`src/rtl/nco_acq_pkg.sv`:
```
// Shared types and default thresholds for the NCO carrier-acquisition controller.
// Also covers the optional NCO_ACQ_RESWEEP_EN feature: UNLOCK_CNT_DEFAULT is used only when it is enabled.
package nco_acq_pkg;

    typedef enum logic [1:0] {
        IDLE  = 2'd0,
        SWEEP = 2'd1,
        TRACK = 2'd2
    } state_t;

    localparam int LOCK_CNT_DEFAULT   = 4;
    localparam int UNLOCK_CNT_DEFAULT = 16;

endpackage

```
`src/rtl/nco_sweep_gen.sv`:
```
// Zig-zag sweep point generator: center, +1, -1, +2, -2 ... +N, -N, each held for dwell cycles.
// The offset is accumulated one step at a time, so no multiplier is needed.
module nco_sweep_gen #(
    parameter int PHASE_WIDTH = 32,
    parameter int NSTEP_W     = 8,
    parameter int DWELL_W     = 16
) (
    input  logic                          clk,
    input  logic                          rst,
    input  logic                          capture,
    input  logic                          load,
    input  logic                          advance,
    input  logic                          run,
    input  logic signed [PHASE_WIDTH-1:0] f_center,
    input  logic        [PHASE_WIDTH-1:0] f_step,
    input  logic        [NSTEP_W-1:0]     n_steps,
    input  logic        [DWELL_W-1:0]     dwell,
    output logic signed [PHASE_WIDTH-1:0] center,
    output logic signed [PHASE_WIDTH-1:0] next_word,
    output logic                          dwell_done,
    output logic                          last_point
);

    logic [PHASE_WIDTH-1:0] step;
    logic [NSTEP_W-1:0]     n_max;
    logic [DWELL_W-1:0]     dwell_len;
    logic [PHASE_WIDTH-1:0] offset, offset_nxt;
    logic [NSTEP_W-1:0]     mag, mag_nxt;
    logic                   neg, neg_nxt;
    logic [DWELL_W-1:0]     dwell_cnt;

    assign last_point = neg && (mag == n_max);
    assign dwell_done = (dwell_cnt == dwell_len - DWELL_W'(1));

    // Next point: after a minus point (or the center) the magnitude grows and the sign flips to plus.
    always_comb begin
        offset_nxt = offset;
        mag_nxt    = mag;
        neg_nxt    = neg;
        next_word  = center;
        if (neg) begin
            offset_nxt = offset + step;
            mag_nxt    = mag + NSTEP_W'(1);
            neg_nxt    = 1'b0;
            next_word  = center + offset_nxt;
        end else begin
            neg_nxt    = 1'b1;
            next_word  = center - offset;
        end
    end

    // Captured configuration, point state and dwell counter.
    always_ff @(posedge clk) begin
        if (rst) begin
            center    <= '0;
            step      <= '0;
            n_max     <= '0;
            dwell_len <= '0;
            offset    <= '0;
            mag       <= '0;
            neg       <= 1'b0;
            dwell_cnt <= '0;
        end else begin
            if (capture) begin
                center    <= f_center;
                step      <= f_step;
                n_max     <= n_steps;
                dwell_len <= (dwell == '0) ? DWELL_W'(1) : dwell;
            end
            // The center point is tagged as a minus point so the first advance goes to +1 step.
            if (load) begin
                offset    <= '0;
                mag       <= '0;
                neg       <= 1'b1;
                dwell_cnt <= '0;
            end else if (advance) begin
                offset    <= offset_nxt;
                mag       <= mag_nxt;
                neg       <= neg_nxt;
                dwell_cnt <= '0;
            end else if (run) begin
                dwell_cnt <= dwell_cnt + DWELL_W'(1);
            end
        end
    end

endmodule

```
`src/rtl/nco_acq_ctrl.sv`:
```
// Carrier-acquisition controller: sweeps the NCO word, qualifies lock, then tracks with the loop correction.
// Optional feature macro NCO_ACQ_RESWEEP_EN: re-sweep after UNLOCK_CNT consecutive lock-low cycles in TRACK.
module nco_acq_ctrl
    import nco_acq_pkg::*;
#(
    parameter int PHASE_WIDTH = 32,
    parameter int NSTEP_W     = 8,
    parameter int DWELL_W     = 16,
`ifdef NCO_ACQ_RESWEEP_EN
    parameter int UNLOCK_CNT  = UNLOCK_CNT_DEFAULT,
`endif
    parameter int LOCK_CNT    = LOCK_CNT_DEFAULT
) (
    input  logic                          clk,
    input  logic                          rst,
    input  logic                          start_i,
    input  logic                          abort_i,
    input  logic signed [PHASE_WIDTH-1:0] f_center_i,
    input  logic        [PHASE_WIDTH-1:0] f_step_i,
    input  logic        [NSTEP_W-1:0]     n_steps_i,
    input  logic        [DWELL_W-1:0]     dwell_i,
    input  logic                          lock_i,
    input  logic signed [PHASE_WIDTH-1:0] loop_corr_i,
    input  logic                          loop_vld_i,
    output logic signed [PHASE_WIDTH-1:0] freq_word_o,
    output logic                          loop_clr_o,
    output logic                          sweep_fail_o,
    output logic [1:0]                    state_o,
    output logic                          busy_o,
    output logic                          locked_o
);

    localparam int LW = $clog2(LOCK_CNT + 1);

    state_t                        state, state_nxt;
    logic signed [PHASE_WIDTH-1:0] word, word_nxt;
    logic signed [PHASE_WIDTH-1:0] f_lock, f_lock_nxt;
    logic [LW-1:0]                 lock_cnt, lock_cnt_nxt;
    logic                          clr, clr_nxt;
    logic                          fail, fail_nxt;
    logic                          busy, busy_nxt;
    logic                          locked, locked_nxt;
    logic                          gen_capture, gen_load, gen_advance, gen_run;
    logic signed [PHASE_WIDTH-1:0] center, next_word;
    logic                          dwell_done, last_point;
`ifdef NCO_ACQ_RESWEEP_EN
    localparam int UW = $clog2(UNLOCK_CNT + 1);
    logic [UW-1:0]                 unlock_cnt, unlock_cnt_nxt;
`endif

    assign gen_run = (state == SWEEP);

    nco_sweep_gen #(
        .PHASE_WIDTH (PHASE_WIDTH),
        .NSTEP_W     (NSTEP_W),
        .DWELL_W     (DWELL_W)
    ) u_sweep (
        .clk        (clk),
        .rst        (rst),
        .capture    (gen_capture),
        .load       (gen_load),
        .advance    (gen_advance),
        .run        (gen_run),
        .f_center   (f_center_i),
        .f_step     (f_step_i),
        .n_steps    (n_steps_i),
        .dwell      (dwell_i),
        .center     (center),
        .next_word  (next_word),
        .dwell_done (dwell_done),
        .last_point (last_point)
    );

    // Next-state and datapath decisions; abort outranks start, lock outranks dwell expiry.
    always_comb begin
        state_nxt    = state;
        word_nxt     = word;
        f_lock_nxt   = f_lock;
        lock_cnt_nxt = lock_cnt;
        clr_nxt      = 1'b0;
        fail_nxt     = 1'b0;
        gen_capture  = 1'b0;
        gen_load     = 1'b0;
        gen_advance  = 1'b0;
`ifdef NCO_ACQ_RESWEEP_EN
        unlock_cnt_nxt = unlock_cnt;
`endif
        if (abort_i) begin
            state_nxt    = IDLE;
            lock_cnt_nxt = '0;
        end else if (start_i) begin
            state_nxt    = SWEEP;
            word_nxt     = f_center_i;
            gen_capture  = 1'b1;
            gen_load     = 1'b1;
            lock_cnt_nxt = '0;
        end else begin
            case (state)
                SWEEP: begin
                    if (lock_i && (lock_cnt == LW'(LOCK_CNT - 1))) begin
                        state_nxt    = TRACK;
                        f_lock_nxt   = word;
                        clr_nxt      = 1'b1;
                        lock_cnt_nxt = '0;
`ifdef NCO_ACQ_RESWEEP_EN
                        unlock_cnt_nxt = '0;
`endif
                    end else if (dwell_done) begin
                        lock_cnt_nxt = '0;
                        if (last_point) begin
                            state_nxt = IDLE;
                            fail_nxt  = 1'b1;
                            word_nxt  = center;
                        end else begin
                            gen_advance = 1'b1;
                            word_nxt    = next_word;
                        end
                    end else if (lock_i) begin
                        lock_cnt_nxt = lock_cnt + LW'(1);
                    end else begin
                        lock_cnt_nxt = '0;
                    end
                end
                TRACK: begin
                    if (loop_vld_i) begin
                        word_nxt = f_lock + loop_corr_i;
                    end else begin
                        word_nxt = word;
                    end
`ifdef NCO_ACQ_RESWEEP_EN
                    // Sustained loss of lock restarts the sweep with the captured configuration.
                    if (lock_i) begin
                        unlock_cnt_nxt = '0;
                    end else if (unlock_cnt == UW'(UNLOCK_CNT - 1)) begin
                        state_nxt      = SWEEP;
                        word_nxt       = center;
                        gen_load       = 1'b1;
                        lock_cnt_nxt   = '0;
                        unlock_cnt_nxt = '0;
                    end else begin
                        unlock_cnt_nxt = unlock_cnt + UW'(1);
                    end
`endif
                end
                IDLE: begin
                    state_nxt = IDLE;
                end
                default: begin
                    state_nxt = IDLE;
                end
            endcase
        end
        busy_nxt   = (state_nxt != IDLE);
        locked_nxt = (state_nxt == TRACK);
    end

    // State and output registers.
    always_ff @(posedge clk) begin
        if (rst) begin
            state    <= IDLE;
            word     <= '0;
            f_lock   <= '0;
            lock_cnt <= '0;
            clr      <= 1'b0;
            fail     <= 1'b0;
            busy     <= 1'b0;
            locked   <= 1'b0;
`ifdef NCO_ACQ_RESWEEP_EN
            unlock_cnt <= '0;
`endif
        end else begin
            state    <= state_nxt;
            word     <= word_nxt;
            f_lock   <= f_lock_nxt;
            lock_cnt <= lock_cnt_nxt;
            clr      <= clr_nxt;
            fail     <= fail_nxt;
            busy     <= busy_nxt;
            locked   <= locked_nxt;
`ifdef NCO_ACQ_RESWEEP_EN
            unlock_cnt <= unlock_cnt_nxt;
`endif
        end
    end

    assign freq_word_o  = word;
    assign loop_clr_o   = clr;
    assign sweep_fail_o = fail;
    assign state_o      = state;
    assign busy_o       = busy;
    assign locked_o     = locked;

endmodule

```
`config.mk`:
```
export PLATFORM = sky130hd
export DESIGN_NAME = nco_acq_ctrl
export DESIGN_NICKNAME = d
export VERILOG_FILES = /design/src/rtl/nco_acq_pkg.sv /design/src/rtl/nco_sweep_gen.sv /design/src/rtl/nco_acq_ctrl.sv
export SDC_FILE = /design/constraint.sdc
export NUM_CORES = 1
export LEC_CHECK = 0
export ABC_AREA = 1
export CAP_MARGIN = 30
export CORE_MARGIN = 8
export CORE_UTILIZATION = 60
export CTS_BUF_LIST = sky130_fd_sc_hd__clkbuf_8
export DETAILED_ROUTE_END_ITERATION = 7
export PLACE_DENSITY_LB_ADDON = 0.1
export SLEW_MARGIN = 5
export SYNTH_ARGS = -nofsm -noshare
export SYNTH_HDL_FRONTEND = slang
export SYNTH_HIERARCHICAL = 1
export SYNTH_SLANG_ARGS = --single-unit
```
`constraint.sdc`:
```
create_clock -name clk -period 4 [get_ports clk]
set_input_delay 0.4 -clock clk [delete_from_list [all_inputs] [get_ports clk]]
set_output_delay 0.4 -clock clk [all_outputs]
set_load 0.03 [all_outputs]
```
**Word level (Yosys, flattened, before mapping)**

Index checks and enable logic that the tools add are counted.
Widths: inputs -> output; s select.

- Logic and storage cells: 81
- Input bits: 126
- Register bits: 218
- Output and inout port bits: 38

- Equality and inequality tests: 9
- Add/sub/neg operators: 8
- Reductions and logical operators: 14
- Mux-type cells: 30
- Bitwise operators: 4

Operators with widths:

| kind | count |
|---|---|
| $mux 32 | 6 |
| $add 32x32->32 | 3 |
| $pmux 32 s2 | 1 |
| $sub 32x32->32 | 1 |
| $add 16x1->16 const B | 1 |
| $eq 16x16->1 | 1 |
| $logic_not 16->1 | 1 |
| $mux 16 | 1 |
| $sub 16x1->16 const B | 1 |
| $mux 1 | 13 |
| $mux 2 | 5 |
| $mux 3 | 3 |
| $add 8x1->8 const B | 1 |
| $eq 8x8->1 | 1 |
| $ne 3x3->1 const B | 2 |
| $reduce_or 3->1 | 2 |
| $reduce_or 6->1 | 1 |
| $reduce_and 5->1 | 1 |
| $eq 2x2->1 const B | 2 |
| $not 1->1 | 4 |
| $pmux 2 s2 | 1 |
| $reduce_and 4->1 | 1 |
| $reduce_bool 2->1 | 2 |
| $reduce_or 4->1 | 1 |
| 8 further kinds | 9 |

**Depth between registers and ports, before layout**

- Word-level depth: 10
- Gate-level depth with buffers: 32
- Gate-level depth less buffers: 32

**By module**

The synthesis kept the hierarchy.

Modules (own cells, without submodules):

| module | area each (um^2) | sequential area each (um^2) | cells each | times used |
|---|---|---|---|---|
| nco_sweep_gen | 10652.7 | 2902.8 | 1671 | 1 |
| nco_acq_ctrl | 6022.0 | 1461.4 | 1054 | 1 |

**Least setup slack after synthesis**

OpenSTA, ideal clock, no wires.

- Kind: flip-flop to flip-flop
- Start point: register u_sweep.offset[0]
- End point: register word[31] (netlist: freq_word_o[31])
- Library setup time: 134 ps
- Setup slack: 498 ps
- Data arrival time: 3368 ps
- Buffers on the path: 0
- Period minus slack after synthesis: 3502 ps
- Cell stages (with the launch flop): 32
- Data required time: 3866 ps
- Cells stage by stage: dfxtp_1 ha_1 fa_1 nand2_1 nand2_1 o21ai_1 o21bai_1 nand2_1 nand2_1 nand3_1 nand2_1 nand2_1 nand2_1 nand2_1 o21ai_0 ha_1 nand2_1 o21ai_0 nand2_1 and2_1 inv_1 nand3_1 nand2_1 a21oi_1 nand3_1 nand2_1 nand2_1 nand2_1 a21oi_1 nand2_1 nand2_1 a21oi_1

- Cells in the longest elaborated chain, start to end: 8
- Elaborated cells on any way between the ends: 9
- Classes of those cells: add/sub (3); mux (6)

RTL lines:

| what | RTL line | text |
|---|---|---|
| start, declared | nco_sweep_gen.sv:27 | `logic [PHASE_WIDTH-1:0] offset, offset_nxt;` |
| start signal, assigned | nco_sweep_gen.sv:77 | `offset <= offset_nxt;` |
| $add 32x32->32 | nco_sweep_gen.sv:42 | `offset_nxt = offset + step;` |
| $add 32x32->32 | nco_sweep_gen.sv:45 | `next_word = center + offset_nxt;` |
| $mux 32 (*) | nco_sweep_gen.sv:41 | `if (neg) begin` |
| named net next_word[31] | nco_acq_ctrl.sv:44 | `logic signed [PHASE_WIDTH-1:0] center, next_word;` |
| $mux 32 (*) | nco_acq_ctrl.sv:110 | `if (last_point) begin` |
| $mux 32 (*) | nco_acq_ctrl.sv:108 | `end else if (dwell_done) begin` |
| $mux 32 (*) | nco_acq_ctrl.sv:100 | `if (lock_i && (lock_cnt == LW'(LOCK_CNT - 1))) begin` |
| $pmux 32 s2 (*) | nco_acq_ctrl.sv:98 | `case (state)` |
| $mux 32 (*) | nco_acq_ctrl.sv:91 | `end else if (start_i) begin` |
| end signal, assigned | nco_acq_ctrl.sv:173 | `word <= word_nxt;` |
| end, declared | nco_acq_ctrl.sv:36 | `logic signed [PHASE_WIDTH-1:0] word, word_nxt;` |

Mark *: on every way through the listed nets, which the timed path passes. The rest lies on a longest branch. The select of a mux whose other input is x is not followed.
A chain may end at the register's enable or synchronous reset.

**Worst setup path in the final report**

- Start point: register u_sweep.offset[0]
- End point: register word[25] (netlist: freq_word_o[25])

Same word-level chain as after synthesis.

==> results.json <==
{
  "core_mm2": 0.0276,
  "io_buffers": 163,
  "fin_nets": 3191,
  "hpwlAfterDp_um": 42000,
  "synth_area_leaders": "dfxtp_1 (26%), nand2_1 (15%), nor2_1 (11%), ha_1 (7.8%), o21ai_0 (7.3%)",
  "antenna_left": 0,
  "powerDensity_mw_per_mm2": 263,
  "netlist_area_mm2": 0.0167,
  "cts_buffers": 40,
  "place_congestion": 0.969,
  "yosys_warnings": 6,
  "first_global_vias": 18100,
  "antenna_found_initial": 0,
  "drive_gt1_share_pct": 12.8,
  "crit_type": "reg -> reg",
  "place_inst": 3278,
  "cp.required_ns": 4.48,
  "synth_edf_count": 0,
  "worst_clock_skew_ns": 0.0210,
  "cts.clk_slew.worst_paths_ns": 0.06,
  "grt_setup_unrepaired": "yes",
  "synth_top_area_share_pct": 26.2,
  "synthFlopType": "dfxtp_1",
  "ios": 164,
  "drt-vias-per-instance": 5.68,
  "dieArea_mm2": 0.0334,
  "drv_cap": 0,
  "syn-num-nets": 2958,
  "worstMarginPinSlew_ns": 0.998,
  "fmax_mhz": 257,
  "hold_class": "in -> reg",
  "routedLengthMet1_um": 23400,
  "h-tree-depth": 2,
  "vdd_drop_max_uv": 289,
  "grt_pass1_wl_um": 86400,
  "drt_iter0_markers": 1766,
  "yosysTopAreaCell": "dfxtp_1",
  "avgSynthCellArea_um2": 6.12,
  "die_w_um": 183,
  "drt-total-wl_um": 56100,
  "fin_cells": 3357,
  "wl_met2_um": 26200,
  "cts_hold_buf": 0,
  "status": "finished clean",
  "report.final.slew_viol_count": 0,
  "worst-path-max-fanout": 4,
  "min_period_ns": 3.89,
  "die_height_um": 183,
  "critPathLaunchType": "flop",
  "top_layer": "met4",
  "antenna_cells": 0,
  "wl_met3_um": 4150,
  "initial_core_util_pct": 60.5,
  "hold_viol": 0,
  "endpoint_kind": "flop",
  "dr_total_vias": 19100,
  "clkLatencyLatePin_ns": 0.56,
  "post-route-period-util_pct": 97.2,
  "area_growth_pct": 25.2,
  "drc": 0,
  "setup_violations": 0,
  "cts_root_buf": "clkbuf_8",
  "synth_seq_cells": 218,
  "wl_per_cell_um": 16.7,
  "overflow": 0,
  "cts_sinks": 218,
  "synth_cells": 2725,
  "synth_cell_types": 59,
  "setup_slack_ns": 0.111,
  "cts_tree": "built",
  "grt_usage_pct": 31.1,
  "placementRows": 61,
  "cp_data_arrival_time_ns": 4.37,
  "place_ws_ns": -0.0584,
  "p_leak_nw": 10.4,
  "seq_area_frac_synth_pct": 26.2,
  "synth_async_sr_flop_share_pct": 0,
  "mostFrequentLayoutCells": "nand2_1 (644), nor2_1 (447), inv_1 (312)",
  "whs_ns": 0.423,
  "clockBufferDepth": 3,
  "drtPass1Iterations": 6,
  "grt_max_degree": 54,
  "maxSlewHeadroom_pct": 33.4,
  "final_common_cell": "nand2_1"
}
## report_power, final
group	internal [mW]	switching [mW]	total, mW	leakage (nW)
Sequential	2.26	0.0896	2.35	1.78
Clock	1.15	0.971	2.12	0.424
Combinational	0.427	0.585	1.01	8.16
## worst paths after layout
path,start,endpoint,slack (ns),depth (start not counted)
max,u_sweep/offset[0],freq_word_o[25],0.11,24
max reg2reg,u_sweep/offset[0],freq_word_o[25],0.11,24
min reg2reg,lock_cnt[2],lock_cnt[2],0.49,2
min,f_step_i[4],u_sweep/step[4],0.42,3
## sequential cells by signal (all words and copies together), names as in the netlist, 2 cells and up
register and flops:
u_sweep/dwell_cnt 16, freq_word_o 32, f_lock 32, u_sweep/mag 8, lock_cnt 3, state_o 2
u_sweep/dwell_len 16, u_sweep/n_max 8, u_sweep/offset 32, u_sweep/center 32, u_sweep/step 32
## cell type report
cell class                 instances  area, um2
clock buffer                      52        716
clock inverter                    11       52.6
fill                            2212       6670
inverter                         320       1210
multi-input combinational       2102      11500
sequential                       218       4380
tap                              378        473
timing repair buffer             276       2500
## cells by family after synthesis
logic type,after synthesis,share of synthesized area (%)
AOI/OAI and AO/OA,529,17.3
adders and majority gates,107,8.16
muxes,2,0.120
xor gates and xnor gates,86,4.52
buffers and inverters,405,9.64
and+or+nand+nor,1378,34.1
DFF,218,26.2
## stage by stage
stage	area (um2)	util [%]	power [mW]	TNS [ns]
finish	20900	75.8	5.48	0
detailed placement	19200	69.5	3.32	-0.239
CTS	19900	72.4	5.41	0
global placement	19200	69.5	3.29	0
global route	20900	75.8	5.69	-1.20
floorplan	16700	-	2.93	0
## critical path, stage by stage, from the launching register on
cell and delay (ns):
dfxtp_1 0.33, ha_2 0.21, fa_2 0.36, nand2_1 0.09, nand2_1 0.10, o21ai_4 0.12
o21ai_4 0.11, nand2_1 0.10, nand2_2 0.10, xor2_2 0.17, nand2_1 0.07, o31ai_1 0.09
ha_1 0.39, buf_4 0.15, nand2_1 0.08, o21ai_1 0.25, a21oi_1 0.10, o211ai_1 0.31
xor2_1 0.18, nand2_1 0.08, nand2_1 0.11, a21oi_1 0.07, nand2_1 0.09, nand2_1 0.05
a21oi_1 0.11
## synthesized netlist by cell type (all sizes together) (4+ instances only)
cell,count
a211oi,10
a21o,12
a21oi,188
a31oi,7
buf,23
clkbuf,61
dfxtp,218
ha,104
inv,318
nand2,669
nand3,134
nand3b,5
nand4,20
nor2,489
nor3,37
nor4,12
o211ai,12
o21a,4
o21ai,255
o21bai,24
o221ai,4
or2,8
xnor2,21
xor2,65
## timing repair
action / 4_1_cts / 5_1_grt
setup buffers: 0 / 16
resized for setup: 5 / 195
pin swaps: 1 / 51
setup endpoints to repair: 10 / 21
## routing by layer
metal | up-vias | global-route usage, %
li1 | 9257 | -
met4 | 0 | 13.1
met2 | 896 | 52.8
met5 | - | 0
met3 | 183 | 4.47
met1 | 8726 | 38.9
(Power assumes the default switching activity.)
